## src/rtl/usb_tx_wire_arbiter_pkg.sv

```systemverilog
// Shared serial-interface-engine constants: connect states, arbiter state codes,
// requester indices and the per-requester wire payload.
package usb_tx_wire_arbiter_pkg;

  localparam logic [1:0] DISCONNECT         = 2'b00;
  localparam logic [1:0] LOW_SPEED_CONNECT  = 2'b01;
  localparam logic [1:0] FULL_SPEED_CONNECT = 2'b10;

  localparam int unsigned NUM_REQ = 3;
  localparam int unsigned REQ_SOF = 0;
  localparam int unsigned REQ_HC  = 1;
  localparam int unsigned REQ_SIG = 2;
  localparam int unsigned CNT_W   = 4;

  localparam logic [NUM_REQ-1:0] GNT_SOF = NUM_REQ'(1) << REQ_SOF;
  localparam logic [NUM_REQ-1:0] GNT_HC  = NUM_REQ'(1) << REQ_HC;
  localparam logic [NUM_REQ-1:0] GNT_SIG = NUM_REQ'(1) << REQ_SIG;

  typedef enum logic [1:0] {
    ARB_IDLE       = 2'd0,
    ARB_GRANTED    = 2'd1,
    ARB_TURNAROUND = 2'd2
  } arb_state_e;

  typedef struct packed {
    logic [1:0] data;
    logic       ctrl;
    logic       wen;
  } tx_wire_t;

  localparam tx_wire_t TX_WIRE_IDLE = '0;

endpackage

```

## src/rtl/tx_wire_mux.sv

```systemverilog
// One-hot 3:1 selector of requester wire payloads; idle values when nothing is granted.
module tx_wire_mux
  import usb_tx_wire_arbiter_pkg::*;
(
  input  logic [NUM_REQ-1:0] gnt,
  input  tx_wire_t           sof,
  input  tx_wire_t           hc,
  input  tx_wire_t           sig,
  output tx_wire_t           tx_c
);

  always_comb begin
    tx_c = TX_WIRE_IDLE;
    case (gnt)
      GNT_SOF: tx_c = sof;
      GNT_HC:  tx_c = hc;
      GNT_SIG: tx_c = sig;
      default: tx_c = TX_WIRE_IDLE;
    endcase
  end

endmodule

```

## src/rtl/usb_tx_wire_arbiter.sv

```systemverilog
// Arbitrates the shared USB transmit wire between SOF, host-control and signalling
// requesters, with a forced idle turnaround between successive owners.
module usb_tx_wire_arbiter
  import usb_tx_wire_arbiter_pkg::*;
#(
  parameter int unsigned TURNAROUND_CYCLES = 4
) (
  input  logic       clk,
  input  logic       rst,
  input  logic       sofReq,
  input  logic       hcReq,
  input  logic       sigReq,
  output logic       sofGnt,
  output logic       hcGnt,
  output logic       sigGnt,
  input  logic [1:0] sofWireData,
  input  logic [1:0] hcWireData,
  input  logic [1:0] sigWireData,
  input  logic       sofWireCtrl,
  input  logic       hcWireCtrl,
  input  logic       sigWireCtrl,
  input  logic       sofWireWEn,
  input  logic       hcWireWEn,
  input  logic       sigWireWEn,
  output logic [1:0] TxWireDataOut,
  output logic       TxWireCtrlOut,
  output logic       TxWireDataWEn,
  output logic       rxInhibitOut
);

  localparam logic [CNT_W-1:0] CNT_LOAD = CNT_W'(TURNAROUND_CYCLES - 1);

  arb_state_e         state, state_nxt;
  logic [NUM_REQ-1:0] req, gnt, gnt_nxt;
  logic [CNT_W-1:0]   cnt, cnt_nxt;
  logic               last_hc, last_hc_nxt;
  tx_wire_t           sof_w, hc_w, sig_w, mux_c, tx_q;
  logic               rx_inhibit;

  assign req[REQ_SOF] = sofReq;
  assign req[REQ_HC]  = hcReq;
  assign req[REQ_SIG] = sigReq;

  assign sof_w = {sofWireData, sofWireCtrl, sofWireWEn};
  assign hc_w  = {hcWireData, hcWireCtrl, hcWireWEn};
  assign sig_w = {sigWireData, sigWireCtrl, sigWireWEn};

  tx_wire_mux u_tx_wire_mux (
    .gnt  (gnt),
    .sof  (sof_w),
    .hc   (hc_w),
    .sig  (sig_w),
    .tx_c (mux_c)
  );

  // Next-state: signalling wins outright, SOF/HC alternate on the last-winner pointer.
  always_comb begin
    state_nxt   = state;
    gnt_nxt     = gnt;
    cnt_nxt     = cnt;
    last_hc_nxt = last_hc;
    case (state)
      ARB_IDLE: begin
        if (|req) begin
          state_nxt = ARB_GRANTED;
          if (sigReq) begin
            gnt_nxt = GNT_SIG;
          end else if (sofReq && (!hcReq || last_hc)) begin
            gnt_nxt     = GNT_SOF;
            last_hc_nxt = 1'b0;
          end else begin
            gnt_nxt     = GNT_HC;
            last_hc_nxt = 1'b1;
          end
        end
      end
      ARB_GRANTED: begin
        if ((gnt & req) == '0) begin
          gnt_nxt   = '0;
          cnt_nxt   = CNT_LOAD;
          state_nxt = ARB_TURNAROUND;
        end
      end
      ARB_TURNAROUND: begin
        if (cnt == '0) begin
          state_nxt = ARB_IDLE;
        end else begin
          cnt_nxt = cnt - CNT_W'(1);
        end
      end
      default: begin
        state_nxt = ARB_IDLE;
        gnt_nxt   = '0;
        cnt_nxt   = '0;
      end
    endcase
  end

  // Wire outputs only carry the owner's payload while it keeps the grant.
  always_ff @(posedge clk or posedge rst) begin
    if (rst) begin
      state      <= ARB_IDLE;
      gnt        <= '0;
      cnt        <= '0;
      last_hc    <= 1'b1;
      tx_q       <= TX_WIRE_IDLE;
      rx_inhibit <= 1'b0;
    end else begin
      state      <= state_nxt;
      gnt        <= gnt_nxt;
      cnt        <= cnt_nxt;
      last_hc    <= last_hc_nxt;
      tx_q       <= (state_nxt == ARB_GRANTED) ? mux_c : TX_WIRE_IDLE;
      rx_inhibit <= (state_nxt != ARB_IDLE);
    end
  end

  assign sofGnt        = gnt[REQ_SOF];
  assign hcGnt         = gnt[REQ_HC];
  assign sigGnt        = gnt[REQ_SIG];
  assign TxWireDataOut = tx_q.data;
  assign TxWireCtrlOut = tx_q.ctrl;
  assign TxWireDataWEn = tx_q.wen;
  assign rxInhibitOut  = rx_inhibit;

endmodule
```

## config.mk

```make
export PLATFORM = sky130hd
export DESIGN_NAME = usb_tx_wire_arbiter
export DESIGN_NICKNAME = d
export VERILOG_FILES = /design/src/rtl/usb_tx_wire_arbiter_pkg.sv /design/src/rtl/tx_wire_mux.sv /design/src/rtl/usb_tx_wire_arbiter.sv
export SDC_FILE = /design/constraint.sdc
export NUM_CORES = 1
export LEC_CHECK = 0
export ABC_AREA = 1
export CAP_MARGIN = 25
export CELL_PAD_IN_SITES_DETAIL_PLACEMENT = 0
export CELL_PAD_IN_SITES_GLOBAL_PLACEMENT = 1
export CORE_MARGIN = 8
export CORE_UTILIZATION = 36
export DETAILED_ROUTE_END_ITERATION = 10
export PLACE_DENSITY = 0.92
export REMOVE_ABC_BUFFERS = 1
export SLEW_MARGIN = 10
export SYNTH_ARGS = -nofsm -noshare
export SYNTH_HDL_FRONTEND = slang
export SYNTH_SLANG_ARGS = --single-unit
```

## constraint.sdc

```tcl
create_clock -name clk -period 2.2 [get_ports clk]
set_input_delay 0.66 -clock clk [delete_from_list [all_inputs] [get_ports clk]]
set_output_delay 0.66 -clock clk [all_outputs]
set_load 0.1 [all_outputs]
```

==> results.py, run 1 <==
metrics = {
    "clock_tree": {
        "cts_hold_buf": 0,
        "cts.sinks": 15,
        "root_buffer": "clkbuf_4",
        "cts_buffer_depth": 2,
        "cts.clk_slew.worst_paths_ns": 0.10,
        "cts_buffers": 3,
        "cts_tree": "yes",
        "cts_setup_buffers": 0,
        "cts_resized": 0,
        "insertion_delay_ns": 0.29,
        "htreeDepth": 1,
    },
    "cells_and_area": {
        "synthToLayoutAreaGrowth_pct": 34.3,
        "fill_cells": 234,
        "final_nets": 168,
        "instances_no_fill": 175,
        "regArea_um2": 377,
        "drive_gt1_share_pct": 15.9,
        "antennaDiodeCount": 0,
        "multiInputGateArea_um2": 419,
    },
    "yosys": {
        "yosysWarnings": 0,
        "synth_area_per_cell_um2": 7.74,
        "synth_cell_type_count": 21,
        "ys_seq_elements": 15,
        "syn-cell-area_um2": 906,
        "synthCells": 117,
        "ys_seq_area_share_pct": 41.6,
    },
    "drt": {
        "wl_per_cell_um": 11.7,
        "detail-route-antenna-nets": 0,
        "routed_wl_um": 2050,
        "vias": 822,
        "drc": 0,
        "drt_first_iter_violations": 44,
        "post_drt_via_cell_ratio": 4.70,
        "drtPass1Iterations": 4,
    },
    "power_and_ir_drop": {
        "power_density_mw_per_mm2": 1530,
        "max-vdd-ir-drop_mv": 1.10,
        "finalPower_mw": 1.86,
        "p_leak_nw": 0.629,
    },
    "floorplan": {
        "die_h_um": 66.2,
        "start_util_pct": 37.2,
        "dieWidth_um": 66.2,
        "io_pins": 25,
        "dieArea_mm2": 0.00438,
        "coreArea_mm2": 0.00243,
        "rows": 18,
    },
    "run": {
        "cap_viol_max_count": 0,
    },
    "worst_hold_path": {
        "hold_path.class": "reg -> reg",
        "holdPathEnd": "last_hc",
        "holdPathStages": 2,
        "min-delay-start": "last_hc",
    },
    "timing": {
        "fmax_ghz": 0.595,
        "max_slew_margin_pct": 61.9,
        "fin_skew_ns": 0.00842,
        "hold_viol": 0,
        "setup_violations": 0,
        "tns_ns": 0,
        "fin_crit_sh_pct": 76.4,
        "period_minus_slack_ns": 1.68,
        "maxSlewViolCount": 0,
        "layout_setup_ws_ns": 0.518,
        "rsz0062_at_grt": "no",
        "worstMarginPinSlew_ns": 0.571,
    },
    "place": {
        "place_inst": 171,
        "portBuffers": 24,
        "place_congestion": 0.863,
        "pre_cts_ws_ns": 0.221,
        "dpl.hpwl_um": 1690,
    },
    "run_status": {
        "status": "complete, no violations",
    },
    "critical_path": {
        "crit_top_cell": "nand2_1",
        "start_kind": "primary input",
        "r2r_end": "TxWireDataOut[1]",
        "critPathMaxFanout": 6,
        "worst-setup-path-type": "in -> reg",
        "cp.required_ns": 2.40,
        "rr_worst_depth": 9,
        "critPathCaptureType": "flop",
        "cpPeakStageDelay_ns": 0.49,
        "cp_cell_sequence": "clkdlybuf4s50_1 -> nand2_1 -> nand3_2 -> nand2_2 -> nand2_1 -> nor2_4 -> nand3_1 -> o21ai_0",
        "r2r_slack_ns": 0.57,
        "crit_arrival_ns": 1.88,
        "reg2reg_from": "state[0]",
        "slowest_stage": "clkdlybuf4s50_1",
    },
    "global_routing": {
        "grt_pass1_wl_um": 3580,
        "grt_antenna_before_repair": 0,
        "track_usage_pct": 10.6,
        "grt_max_degree": 16,
        "overflow": 0,
        "grt_pass1_vias": 794,
    },
}
[cell usage after synthesis]
library cell | count | area [um^2]
nand2_1 | 18 | 67.6
xor2_1 | 1 | 8.76
ha_1 | 5 | 62.6
o21ai_0 | 9 | 45.0
nor2_1 | 9 | 33.8
nor3_1 | 3 | 15.0
a21oi_4 | 1 | 16.3
dfstp_2 | 1 | 26.3
o22ai_1 | 5 | 31.3
a21oi_1 | 5 | 25.0
dfrtp_1 | 14 | 350
nor2_2 | 1 | 6.26
nand3_2 | 2 | 20.0
a211oi_1 | 1 | 7.51
nand2_2 | 3 | 18.8
a21oi_2 | 1 | 8.76
nand4_1 | 1 | 6.26
clkinv_2 | 1 | 5.00
nor2_4 | 1 | 11.3
inv_1 | 28 | 105
nand3_1 | 7 | 35.0
[sequential cells by signal (all words and copies together) (netlist names)]
name,cells
last_hc,1
TxWireDataWEn,1
TxWireDataOut,2
TxWireCtrlOut,1
rxInhibitOut,1
gnt,3
state,2
cnt,4
[report_power, final]
part | total (mW) | internal, mW | switching [mW] | leakage (nW)
clock network | 0.163 | 0.0676 | 0.0959 | 0.0177
registers | 0.454 | 0.385 | 0.0693 | 0.197
logic | 1.24 | 0.362 | 0.882 | 0.414
total | 1.86 | 0.814 | 1.05 | 0.629
[stage by stage]
stage / util (%) / instance area (um^2) / hold slack, ns
after floorplan: - / 906 / 0.452
after global placement: 48.9 / 1190 / 0.470
after detailed placement: 48.9 / 1190 / 0.484
after CTS: 50.0 / 1220 / 0.498
after global routing: 50.0 / 1220 / 0.525
final: 50.0 / 1220 / 0.495
[logic make-up after synthesis]
logic type / share of synthesized area (%)
adders and majority gates: 6.91
and+or+nand+nor: 23.6
xor gates and xnor gates: 0.967
AOI/OAI and AO/OA: 14.8
DFF: 41.6
buffers and inverters: 12.2
[critical path: cells and delay by family]
family / cells / cell delay, ns
AOI/OAI and AO/OA: 1 / 0.09
and+or+nand+nor: 6 / 0.65
buffers and inverters: 1 / 0.49
[how the worst max path moves through the flow]
stage | start | end | slack, ns | cells after the start
3_3_place_gp | sigReq | TxWireDataWEn | 0.23 | 7
6_report | sigReq | gnt[1] | 0.52 | 8
5_1_grt | state[0] | TxWireCtrlOut | 0.36 | 9
3_5_place_dp | sigReq | TxWireDataWEn | 0.22 | 7
4_1_cts | sigReq | TxWireDataOut[1] | 0.53 | 7
2_1_floorplan | gnt[1] | TxWireDataWEn | 0.50 | 5
[area by class of cell]
cell class,instances,share of cell area (%)
clock inverter,1,0.412
clock buffer,3,1.85
sequential,15,31.0
multi-input combinational,73,34.5
timing repair buffer,24,20.2
inverter,29,9.05
tap,30,3.09
[per-layer routing]
metal  vias up  global-route usage (%)  share of wire (%)  wire (um)
li1        426                       -                  -          -
met1       383                    12.7                 44        905
met2         9                    16.4                 50       1030
met3         4                    2.37                2.9         60
met4         0                    7.47                2.7         55
met5         -                       0                  0          0
[cell usage in the layout, fill, tap and decap left out, types with 3 or more instances in the layout]
master / netlist / final
inv_1: 28 / 28
nand2_1: 18 / 18
clkdlybuf4s50_1: 0 / 16
dfrtp_1: 14 / 14
o21ai_0: 9 / 9
nor2_1: 9 / 9
nand3_1: 7 / 7
buf_4: 0 / 6
a21oi_1: 5 / 5
o22ai_1: 5 / 5
ha_1: 5 / 5
nor3_1: 3 / 3
nand2_2: 3 / 3
clkbuf_4: 0 / 3
Note: power is estimated with default switching activity, not from simulation.
==> run 2: changes to the inputs <==
- CORE_UTILIZATION: 36 -> 33
- PLACE_DENSITY: 0.92 -> 0.86
- clock period: 2.2 -> 1.75 ns (I/O delays scaled with it)
==> run 2 against run 1 <==
Non-clock buffer count rose by 6; die area is 6.9% higher; worst hold slack lost 0.016 ns; clock skew shrank 0.0050 ns; critical path depth decreased by 1; routed wire length increased by 5.8%; register-to-register slack got worse by 0.39 ns; critical path type unchanged; largest cell class unchanged.
==> results.py, run 2 (synthesis gave the netlist of run 1 again) <==
metrics = {
    "floorplan": {
        "dieArea_mm2": 0.00468,
        "dieWidth_um": 68.4,
        "rows": 19,
        "coreArea_mm2": 0.00269,
        "io_pins": 25,
        "die_h_um": 68.4,
        "start_util_pct": 33.7,
    },
    "timing": {
        "max_slew_margin_pct": 72.1,
        "setup_violations": 0,
        "hold_viol": 0,
        "worstMarginPinSlew_ns": 0.416,
        "fin_skew_ns": 0.00346,
        "fmax_ghz": 0.638,
        "maxSlewViolCount": 0,
        "rsz0062_at_grt": "no",
        "fin_crit_sh_pct": 89.6,
        "period_minus_slack_ns": 1.57,
        "tns_ns": 0,
    },
    "cells_and_area": {
        "final_cell_mix": "inv_1, nand2_1, clkdlybuf4s50_1",
        "synthToLayoutAreaGrowth_pct": 47.5,
        "layout_commonest_cell": "inv_1",
        "drive_gt1_share_pct": 18.5,
        "reg_top3": "cnt: 4 flops, gnt: 3 flops",
        "antennaDiodeCount": 0,
        "largest_reg_flops": 4,
        "final_nets": 174,
        "regMostFlops": "cnt",
    },
    "drt": {
        "drc": 0,
        "vias": 853,
        "post_drt_via_cell_ratio": 4.69,
        "drtPass1Iterations": 4,
        "routed_wl_um": 2170,
        "detail-route-antenna-nets": 0,
        "drt_first_iter_violations": 31,
        "wl_per_cell_um": 11.9,
    },
    "power_and_ir_drop": {
        "power_density_mw_per_mm2": 1900,
        "finalPower_mw": 2.54,
        "p_leak_nw": 0.674,
        "max-vdd-ir-drop_mv": 1.23,
    },
    "place": {
        "place_congestion": 0.784,
        "portBuffers": 24,
        "dpl.hpwl_um": 1820,
    },
    "clock_tree": {
        "cts_buffers": 3,
        "cts.sinks": 15,
        "htreeDepth": 1,
        "cts_setup_buffers": 0,
        "insertion_delay_ns": 0.28,
        "root_buffer": "clkbuf_4",
        "cts.clk_slew.worst_paths_ns": 0.09,
        "cts_buffer_depth": 2,
        "cts_hold_buf": 0,
        "cts_resized": 0,
        "cts_tree": "yes",
    },
    "critical_path": {
        "crit_arrival_ns": 1.74,
        "start_kind": "primary input",
        "cp.required_ns": 1.92,
        "worst-setup-path-type": "in -> reg",
        "critPathMaxFanout": 5,
        "critPathCaptureType": "flop",
    },
    "global_routing": {
        "grt_antenna_before_repair": 0,
        "grt_pass1_wl_um": 3770,
        "track_usage_pct": 10.2,
        "grt_max_degree": 16,
        "grt_pass1_vias": 886,
        "overflow": 0,
    },
    "run_status": {
        "status": "complete, no violations",
    },
    "worst_hold_path": {
        "hold_path.class": "reg -> reg",
    },
    "run": {
        "cap_viol_max_count": 0,
    },
}
## run 2: cell count changes in the layout (fill, tap and decap cells not counted)
cell,change
buf_12,+6
clkbuf_1,+1
clkinv_2,-1
## run 2: through the flow
stage                     area, um^2  setup WS, ns  util [%]  hold WS [ns]  std cells
after floorplan                  906        0.0535         -         0.426        117
after global placement          1310       -0.0868      48.8         0.462        178
after detailed placement        1310        -0.104      48.8         0.468        178
after CTS                       1340         0.152      49.7         0.483        182
after global routing            1340        0.0255      49.7         0.505        182
final                           1340         0.182      49.7         0.478        182
## run 2: worst max-delay path: stages
cell,delay (ns)
clkdlybuf4s50_1,0.49
nand2_1,0.12
nand3_2,0.11
o21ai_0,0.17
nand3_1,0.15
nand2_2,0.13
nor2_1,0.04
## run 2: where the power goes
part / internal [mW] / switching, mW
Clock: 0.0884 / 0.109
Sequential: 0.484 / 0.121
Combinational: 0.624 / 1.12
Total: 1.20 / 1.35
## run 2: path summary, 6_finish.rpt
check / from / to / slack (ns) / depth (start not counted)
max in group asynchronous: rst / last_hc / 0.97 / 3
setup / recovery: sigReq / TxWireDataWEn / 0.18 / 7
hold reg to reg: last_hc / last_hc / 0.48 / 2
hold / removal: last_hc / last_hc / 0.48 / 2
min in group asynchronous: rst / TxWireCtrlOut / 0.54 / 3
setup reg to reg: state[1] / TxWireDataWEn / 0.18 / 9
## run 2: per-layer routing
layer	routed length, um	global-route usage [%]	vias up
met4	0	3.84	0
li1	-	-	435
met3	50	1.31	0
met1	985	11.3	408
met2	1140	19.2	10
met5	0	0	-
## run 2: cell type report
class / count / area (um^2)
inverters: 29 / 110
fillers: 272 / 1350
repair buffers: 30 / 365
multi-input cells: 73 / 419
well taps: 31 / 38.8
flip-flops and latches: 15 / 377
clock buffers: 4 / 26.3
==> run 3: changes to the inputs <==
- CORE_UTILIZATION: 33 -> 35
- PLACE_DENSITY: 0.86 -> 0.87
- SKIP_LAST_GASP: not set -> 1
- SYNTH_HIERARCHICAL: not set -> 1
==> run 3 against run 2 <==
Clock-buffer cell count down 1; sequential power grew 5.3%; die area is 2.8% higher; synthesized cell count rose by 3.4%; routed wire length is 8.3% higher; clock power up 3%; via count grew 7.3%; power up 8.2%; sequential cell count did not move; critical path depth down 6.
==> results.py, run 3 <==
metrics = {
    "floorplan": {
        "io_pins": 25,
        "dieArea_mm2": 0.00481,
        "coreArea_mm2": 0.00273,
        "die_h_um": 69.3,
        "dieWidth_um": 69.3,
        "rows": 19,
        "start_util_pct": 36.4,
    },
    "cells_and_area": {
        "fill_cells": 252,
        "multiInputGateArea_um2": 524,
        "fin_area_mm2": 0.00140,
        "final_cell_mix": "inv_1, nand3_1, clkdlybuf4s50_1",
        "reg_top3": "cnt: 4 flops, gnt: 3 flops",
        "largest_reg_flops": 4,
        "drive_gt1_share_pct": 23.8,
        "layout_commonest_cell": "inv_1",
        "final_util_pct": 51.1,
        "regMostFlops": "cnt",
        "final_nets": 175,
        "synthToLayoutAreaGrowth_pct": 40.3,
        "regArea_um2": 377,
        "antennaDiodeCount": 0,
    },
    "yosys": {
        "syn-cell-area_um2": 996,
        "yosys-top-cells-area": "dfrtp_1, nand3_1, inv_1",
        "synth_area_per_cell_um2": 8.23,
        "synth_edf_count": 0,
        "synth_cell_type_count": 21,
        "yosysTopAreaCellShare_pct": 35.2,
        "synth_area_leader_cell": "dfrtp_1",
        "synthCells": 121,
        "yosysMostFrequentCell": "inv_1",
        "ys_seq_elements": 15,
        "ys.flop_type": "dfrtp_1",
        "async_reset_ff_share_pct": 100,
        "synthTopCellsByCount": "inv_1, nand3_1, dfrtp_1, nand2_1, o21ai_0",
        "yosysWarnings": 6,
        "ys_seq_area_share_pct": 37.8,
    },
    "worst_hold_path": {
        "hold_path.class": "reg -> reg",
    },
    "drt": {
        "drc": 0,
        "drt_first_iter_violations": 76,
        "vias": 915,
        "met1_length_um": 1040,
        "route.met3.wl_um": 160,
        "drtPass1Iterations": 5,
        "wl_met2_um": 1110,
        "routed_wl_um": 2350,
        "wl_per_cell_um": 12.9,
        "detail-route-antenna-nets": 0,
        "top_layer": "met4",
        "post_drt_via_cell_ratio": 5.03,
    },
    "place": {
        "pre_cts_ws_ns": -0.0485,
        "portBuffers": 24,
        "dpl_cell_area_mm2": 0.00137,
        "dpl.hpwl_um": 1890,
        "place_congestion": 0.891,
    },
    "clock_tree": {
        "cts_buffers": 3,
        "cts_resized": 0,
        "cts_hold_buf": 0,
        "cts_tree": "yes",
        "htreeDepth": 1,
        "cts_setup_buffers": 0,
        "root_buffer": "clkbuf_4",
        "cts.clk_slew.worst_paths_ns": 0.09,
        "cts_buffer_depth": 2,
        "insertion_delay_ns": 0.29,
        "cts.sinks": 15,
    },
    "power_and_ir_drop": {
        "p_leak_nw": 0.665,
        "power_density_mw_per_mm2": 1970,
        "finalPower_mw": 2.75,
        "max-vdd-ir-drop_mv": 1.43,
    },
    "timing": {
        "period_minus_slack_ns": 1.59,
        "fmax_ghz": 0.628,
        "worstMarginPinSlew_ns": 0.343,
        "maxSlewViolCount": 0,
        "max_slew_margin_pct": 77.1,
        "fin_crit_sh_pct": 90.9,
        "hold_viol": 0,
        "layout_setup_ws_ns": 0.159,
        "fin_skew_ns": 0.00235,
        "rsz0062_at_grt": "no",
        "setup_violations": 0,
    },
    "critical_path": {
        "critPathBufInv": 1,
        "worst-setup-path-type": "reg -> out",
        "critical-path-top-delay-family": "flip-flops",
        "cp_cell_sequence": "buf_12",
        "critPathCaptureType": "output pin",
        "cp.required_ns": 1.22,
        "start_kind": "flop",
        "critPathMaxFanout": 9,
        "slowest_stage": "dfrtp_1",
        "cpPeakStageDelay_ns": 0.56,
        "crit_arrival_ns": 1.07,
    },
    "global_routing": {
        "overflow": 0,
        "grt_pass1_wl_um": 4000,
        "track_usage_pct": 9.73,
        "grt_max_degree": 16,
        "grt_pass1_vias": 899,
        "grt_antenna_before_repair": 0,
    },
    "run": {
        "cap_viol_max_count": 0,
    },
    "run_status": {
        "status": "complete, no violations",
    },
}
## run 3: cell count changes after synthesis, moves of 4 or more
cell / delta
nand3_1: +10
nor2_1: -7
inv_1: -7
a21oi_1: -5
nand2_1: -4
o22ai_1: -5
nor2_2: +5
nand4_1: +7
## run 3: routing by layer
layer | track usage (%) | vias up
met4 | 3.42 | 0
met5 | 0 | -
li1 | - | 458
met2 | 16.8 | 33
met1 | 10.8 | 417
met3 | 3.15 | 7
## run 3: kinds of logic (layout without fill, tap and decap cells)
| family | after synthesis | in the layout | synth area share (%) |
|---|---|---|---|
| xor gates and xnor gates | 1 | 1 | 0.880 |
| adders and majority gates | 6 | 6 | 7.54 |
| buffers and inverters | 24 | 54 | 9.55 |
| DFF | 15 | 15 | 37.8 |
| AOI/OAI and AO/OA | 14 | 14 | 7.29 |
| and+or+nand+nor | 61 | 61 | 36.9 |
## run 3: path summary, 6_finish.rpt
path,end,slack (ns),startpoint,cells past startpoint
setup / recovery,hcGnt,0.16,gnt[1],1
hold reg to reg,last_hc,0.52,last_hc,2
setup reg to reg,gnt[1],0.28,state[0],6
min in group asynchronous,TxWireDataOut[0],0.54,rst,3
hold / removal,last_hc,0.52,last_hc,2
max in group asynchronous,last_hc,0.97,rst,3
## run 3: through the flow
step	instances	hold slack, ns	setup TNS [ns]
final	182	0.516	0
after global routing	182	0.551	0
after CTS	182	0.520	0
after detailed placement	178	0.505	-0.293
after global placement	178	0.500	-0.0423
after floorplan	121	0.426	-0.0172
## run 3: final cells by class
type / instances / area share (%)
sequential: 15 / 26.9
multi-input combinational: 82 / 37.5
inverter: 24 / 6.80
timing repair buffer: 26 / 24.0
clock buffer: 3 / 1.61
clock inverter: 1 / 0.358
tap: 31 / 2.78
## run 3: report_power, final
part | leakage (nW) | switching [mW] | internal, mW
Sequential | 0.197 | 0.147 | 0.490
Clock | 0.0177 | 0.117 | 0.0850
Combinational | 0.450 | 1.23 | 0.685
Total | 0.665 | 1.49 | 1.26
